**config.mk**
```make
export PLATFORM = sky130hd
export DESIGN_NAME = ym3438_write_sched
export DESIGN_NICKNAME = d
export VERILOG_FILES = /design/src/rtl/ym3438_write_sched.sv
export SDC_FILE = /design/constraint.sdc
export NUM_CORES = 1
export LEC_CHECK = 0
export CORE_AREA = 2 2 50 86
export DETAILED_ROUTE_END_ITERATION = 7
export DIE_AREA = 0 0 52 88
export PLACE_DENSITY = 0.61
export SLEW_MARGIN = 20
export SYNTH_ARGS = -nofsm -noshare
export SYNTH_HDL_FRONTEND = slang
export SYNTH_SLANG_ARGS = --single-unit
export TNS_END_PERCENT = 5
```
**constraint.sdc**
```tcl
create_clock -name MCLK -period 3.2 [get_ports MCLK]
set_input_delay 0.48 -clock MCLK [delete_from_list [all_inputs] [get_ports MCLK]]
set_output_delay 0.48 -clock MCLK [all_outputs]
set_load 0.03 [all_outputs]
```
**src/rtl/ym3438_write_sched.sv**
```systemverilog
// Host write scheduler: latches address/data writes from the host port and
// commits each accepted data write to the register file in the slot-0 phase-1
// window, holding the host-visible busy flag for a 31-slot guard interval.
module ym3438_write_sched (
  input  logic       MCLK,
  input  logic       reset,
  input  logic       c1,
  input  logic       c2,
  input  logic       fsm_sel0,
  input  logic       wr,
  input  logic [1:0] a,
  input  logic [7:0] din,
  output logic [8:0] reg_addr,
  output logic [7:0] reg_data,
  output logic       reg_wr,
  output logic       busy,
  output logic       drop
);

  localparam int unsigned CNT_W    = 5;
  localparam int unsigned ADDR_W   = 9;
  localparam int unsigned DATA_W   = 8;
  localparam logic [CNT_W-1:0] CNT_LOAD = CNT_W'(31);

  typedef enum logic [1:0] {
    IDLE      = 2'd0,
    WAIT_SLOT = 2'd1,
    BUSY      = 2'd2
  } state_t;

  state_t             r_state;
  state_t             w_state_nxt;
  logic [CNT_W-1:0]   r_busy_cnt;
  logic [ADDR_W-1:0]  r_reg_addr;
  logic [DATA_W-1:0]  r_reg_data;
  logic               r_reg_wr;
  logic               r_busy;
  logic               r_drop;

  logic w_addr_wr;
  logic w_data_wr;
  logic w_addr_ok;
  logic w_data_ok;
  logic w_reject;
  logic w_commit;
  logic w_cnt_zero;

  // Write classification is always judged against the pre-edge state.
  assign w_addr_wr  = wr & ~a[0];
  assign w_data_wr  = wr &  a[0];
  assign w_cnt_zero = (r_busy_cnt == '0);
  assign w_addr_ok  = w_addr_wr & (r_state != WAIT_SLOT);
  assign w_data_ok  = w_data_wr & (r_state == IDLE);
  assign w_reject   = (w_addr_wr & ~w_addr_ok) | (w_data_wr & ~w_data_ok);

  // State register.
  always_ff @(posedge MCLK or posedge reset) begin
    if (reset) r_state <= IDLE;
    else       r_state <= w_state_nxt;
  end

  // Next-state and commit decode.
  always_comb begin
    w_state_nxt = r_state;
    w_commit    = 1'b0;
    case (r_state)
      IDLE: begin
        if (w_data_ok) w_state_nxt = WAIT_SLOT;
      end
      WAIT_SLOT: begin
        if (c1 & fsm_sel0) begin
          w_commit    = 1'b1;
          w_state_nxt = w_cnt_zero ? IDLE : BUSY;
        end
      end
      BUSY: begin
        if (w_cnt_zero) w_state_nxt = IDLE;
      end
      default: w_state_nxt = IDLE;
    endcase
  end

  // Guard counter: loaded on an accepted data write, counts slots down to zero.
  always_ff @(posedge MCLK or posedge reset) begin
    if (reset) begin
      r_busy_cnt <= '0;
    end else if (w_data_ok) begin
      r_busy_cnt <= CNT_LOAD;
    end else if (c2 && !w_cnt_zero && (r_state != IDLE)) begin
      r_busy_cnt <= r_busy_cnt - CNT_W'(1);
    end
  end

  // Address/data latches and registered status outputs.
  always_ff @(posedge MCLK or posedge reset) begin
    if (reset) begin
      r_reg_addr <= '0;
      r_reg_data <= '0;
      r_reg_wr   <= 1'b0;
      r_busy     <= 1'b0;
      r_drop     <= 1'b0;
    end else begin
      if (w_addr_ok) r_reg_addr <= {a[1], din};
      if (w_data_ok) r_reg_data <= din;
      r_reg_wr <= w_commit;
      r_busy   <= (w_state_nxt != IDLE);
      r_drop   <= w_reject;
    end
  end

  assign reg_addr = r_reg_addr;
  assign reg_data = r_reg_data;
  assign reg_wr   = r_reg_wr;
  assign busy     = r_busy;
  assign drop     = r_drop;

endmodule

```
After elaboration in Yosys (flattened, before gate mapping)
Index checks and enable logic that the tools add are counted.

cells by class
  equal/unequal tests = 3
  add/subtract/negate cells = 1
  multipliers = 0
  div/mod/pow operators = 0
  bitwise operators = 11
  muxes and demuxes = 9
  reduce and logical (&&, ||, !) cells = 8
  shift-type cells = 0
  magnitude comparators = 0

operators with widths
  kind                                                                    count
  5-bit 2-to-1 mux                                                        2
  2-bit 2-to-1 mux                                                        4
  1-bit AND                                                               7
  2-bit case mux with 3 select lines                                      1
  2-bit nonzero test                                                      3
  5-bit zero test                                                         1
  5-bit by 1-bit subtractor with 5-bit output (second input constant)     1
  1-bit inverter                                                          3
  2-bit by 1-bit equality test with 1-bit output (second input constant)  1
  2-bit equality test (second input constant)                             1
  1-bit logical AND                                                       2
  2-bit zero test                                                         1
  1-bit 2-to-1 mux                                                        2
  2-bit by 1-bit != test with 1-bit output (second input constant)        1
  1-bit zero test                                                         1
  1-bit OR                                                                1

word-level totals
  output and inout port bits = 20
  logic and storage cells = 39
  memory bits (writable) = 0
  memory bits (read-only) = 0
  bits in latches = 0
  flip-flop bits (word level) = 27
  bits of input ports = 16
  memories kept = 0

Longest topological paths before layout
  depth in word-level cells = 6
  mapped depth = 5
  mapped depth without buffers = 5

Worst setup path after synthesis
Ideal clock, no wire load.

  path type = register -> register
  from = register r_busy_cnt[0]
  to = register r_busy_cnt[2]
  slack = 1.651 ns
  cell stages (with the launch flop) = 6
  clock period less this slack = 1.549 ns
  arrival time = 1.416 ns
  data required time = 3.068 ns
  setup time = 0.132 ns
  buffers on the path = 0
  path through = dfrtp_1 > inv_1 > ha_1 > or4b_4 > a311oi_2 > a31oi_1

between the ends
  longest elaborated chain between the ends = 5
  elaborated cells between the ends (all ways) = 8
  classes of those cells = add/sub: 1; mux: 2; reduce/logical: 5

RTL lines
  item                                                                                 RTL line  source
  start, declared                                                                      33        logic [CNT_W-1:0] r_busy_cnt;
  start signal, assigned                                                               90        r_busy_cnt <= r_busy_cnt - CNT_W'(1);
  branches (longest 5 deep; another with 5-bit by 1-bit subtractor with 5-bit output)  n/a

Several ways; the timed one is not identified. The select of a mux whose other input is x is not followed.
A chain may end at the register's enable or synchronous reset.

Worst setup path in the final report
  from = register r_busy_cnt[0]
  to = register r_busy_cnt[1]

The elaborated chain is that of the path after synthesis.

==> flow_summary.json <==
{
  "root_buffer": "clkbuf_8",
  "ys_ff_latch": 27,
  "fp.dieW_um": 52,
  "layout_min_cycle_time_ns": 1.82,
  "setup_viol": 0,
  "io_buffers": 35,
  "via_per_inst": 4.70,
  "postPlaceCellArea_sq_um": 1540,
  "cp.required_ns": 3.35,
  "yosysTopAreaCell": "dfrtp_1",
  "synth_edf_count": 0,
  "critPathLaunchType": "flip-flop",
  "initial_utilization_pct": 28.9,
  "track_usage_pct": 10.5,
  "synth_commonest_cells": "27 x dfrtp_1, 17 x mux2_2, 5 x inv_1, 5 x nand2_1, 5 x nand3_1",
  "cts_resized": 0,
  "timing.fmax_mhz": 551,
  "final_nets": 141,
  "htree_levels": 1,
  "critPathKind": "flip-flop to flip-flop",
  "num_io_pins": 36,
  "netlist_area_sq_um": 1120,
  "rsz0062_at_grt": "no",
  "vias": 803,
  "synth_most_common_cell": "dfrtp_1",
  "power_density_nw_per_um2": 997,
  "dpl.hpwl_um": 1830,
  "grt_pass1_wl_um": 3620,
  "yosys-top-cells-area": "dfrtp_1 60%, mux2_2 17%, nand3_1 2.2%",
  "grt_pass1_vias": 820,
  "finalCritPeriodShare_pct": 56.7,
  "cts_tree": "built",
  "drt_iter0_markers": 9,
  "grt_max_degree": 28,
  "drt-wirelength-per-cell_um": 13.3,
  "antenna_left": 0,
  "synthXorXnorAreaFrac_pct": 0,
  "syn_nets": 101,
  "drc_errors": 0,
  "fin_cells": 171,
  "clk_latency_ns": 0.26,
  "synthMuxAreaShare_pct": 18.0,
  "tns_ns": 0,
  "synth_fa_ha_area_share_pct": 1.12,
  "crit_path_end_kind": "flip-flop",
  "cp_data_arrival_time_ns": 1.97,
  "ctsHoldBuffers": 0,
  "ys.flop_type": "dfrtp_1",
  "die_area_sq_um": 4580,
  "outcome": "finished, final reports clean",
  "place_inst": 167,
  "finalMaxSlewViolations": 0,
  "yosysWarnings": 0,
  "drt_pass1_iterations": 4,
  "antenna_found_initial": 0,
  "cts_inserted_buffers": 3,
  "synth_seq_area_share_pct": 60.4,
  "maxCapViolCount": 0,
  "drive_gt1_share_pct": 20.3,
  "total_power_mw": 1.58,
  "post_cts_buffers": 0,
  "synth_top_area_share_pct": 60.4,
  "antenna_cells": 0,
  "synthCells": 84,
  "placeableCoreArea_sq_um": 3870,
  "cp_max_fo": 5,
  "synthSimpleGateAreaFrac_pct": 10.6,
  "synth_compound_area_share_pct": 7.72,
  "vdd_ir_drop_max_mv": 0.379,
  "hold_class": "flip-flop to flip-flop",
  "synth_cell_types": 25,
  "tightest_slew_ns": 0.895,
  "die_h_um": 88,
  "p_leak_nw": 0.650,
  "clockBufferDepth": 2,
  "stdcell_area_sq_um": 1580,
  "globalRouteOverflowTotal": 0,
  "synth_top_family_by_area": "multiplexers",
  "cts.sinks": 27,
  "synthToLayoutAreaGrowth_pct": 41.5,
  "async_flop_share_pct": 100,
  "hold_viol": 0,
  "wl_um": 2280,
  "skew_ns": 0.00402,
  "slew_headroom_pct": 40.0,
  "gp_congestion": 0.632,
  "syn_avg_cell_area_sq_um": 13.3,
  "clkTransAtPathRegs_ns": 0.08,
  "rows": 30
}
-- registers in the layout, summed over array words and instances (netlist names) --
name,cells
reg_wr,1
r_state,2
r_busy_cnt,5
drop,1
busy,1
reg_data,8
reg_addr,9
-- per-layer routing --
metal | global-route usage [%] | vias to the layer above | share of wire, %
li1 | - | 383 | -
met1 | 10.6 | 386 | 38
met2 | 20.4 | 29 | 56
met3 | 1.54 | 5 | 4.1
met4 | 4.31 | 0 | 1.5
met5 | 0 | - | 0
-- critical path, cell delays in order, from the launching register on --
cell,delay [ns]
dfrtp_1,0.40
inv_1,0.08
ha_1,0.23
nor4b_1,0.65
o21ai_0,0.20
o311ai_0,0.14
-- path summary, 6_finish.rpt --
check	startpoint	to	slack (ns)	cells after the start
max reg2reg	r_busy_cnt[0]	r_busy_cnt[1]	1.38	5
max	r_busy_cnt[0]	r_busy_cnt[1]	1.38	5
min reg2reg	reg_addr[1]	reg_addr[1]	0.51	1
max in group asynchronous	reset	reg_addr[7]	2.18	2
min in group asynchronous	reset	reg_addr[1]	0.61	2
min	reg_addr[1]	reg_addr[1]	0.51	1
-- layout make-up --
| cell class | instances | area [sq um] |
|---|---|---|
| inverters | 5 | 18.8 |
| repair buffers | 36 | 358 |
| fillers | 361 | 2280 |
| clock buffers | 4 | 45.0 |
| multi-input cells | 51 | 425 |
| well taps | 48 | 60.1 |
| flip-flops and latches | 27 | 676 |
-- cells by family (layout without fill, tap and decap cells) --
| logic type | count (synthesis) | after routing |
|---|---|---|
| flops | 27 | 27 |
| mux | 18 | 18 |
| simple gates | 20 | 20 |
| buf+inv | 6 | 45 |
| fa+ha+maj | 1 | 1 |
| compound gates | 12 | 12 |
-- report_power, final --
group          internal (mW)  leakage (nW)  switching (mW)  total (mW)
registers              0.496         0.314           0.103       0.600
logic                  0.373         0.313           0.422       0.795
clock network         0.0889        0.0228          0.0939       0.183
total                  0.958         0.650           0.620        1.58
-- per-stage QoR --
| step | util, % | hold WS [ns] | worst slack, ns |
|---|---|---|---|
| 6_report | 40.9 | 0.511 | 1.38 |
| 5_1_grt | 40.9 | 0.528 | 1.24 |
| 4_1_cts | 40.9 | 0.513 | 1.36 |
| 3_5_place_dp | 39.8 | 0.493 | 1.18 |
| 3_3_place_gp | 39.8 | 0.486 | 1.23 |
| 2_1_floorplan | - | 0.490 | 1.65 |
-- placed cells by master (no fill, tap or decap), types with 2 or more instances in the layout --
cell             count
clkdlybuf4s50_1     35
dfrtp_1             27
mux2_2              17
nand3_1              5
nand2_1              5
inv_1                4
o21ai_0              4
clkbuf_8             3
nor2_1               2
nand2b_1             2
Power figures use the tool's default switching activity.
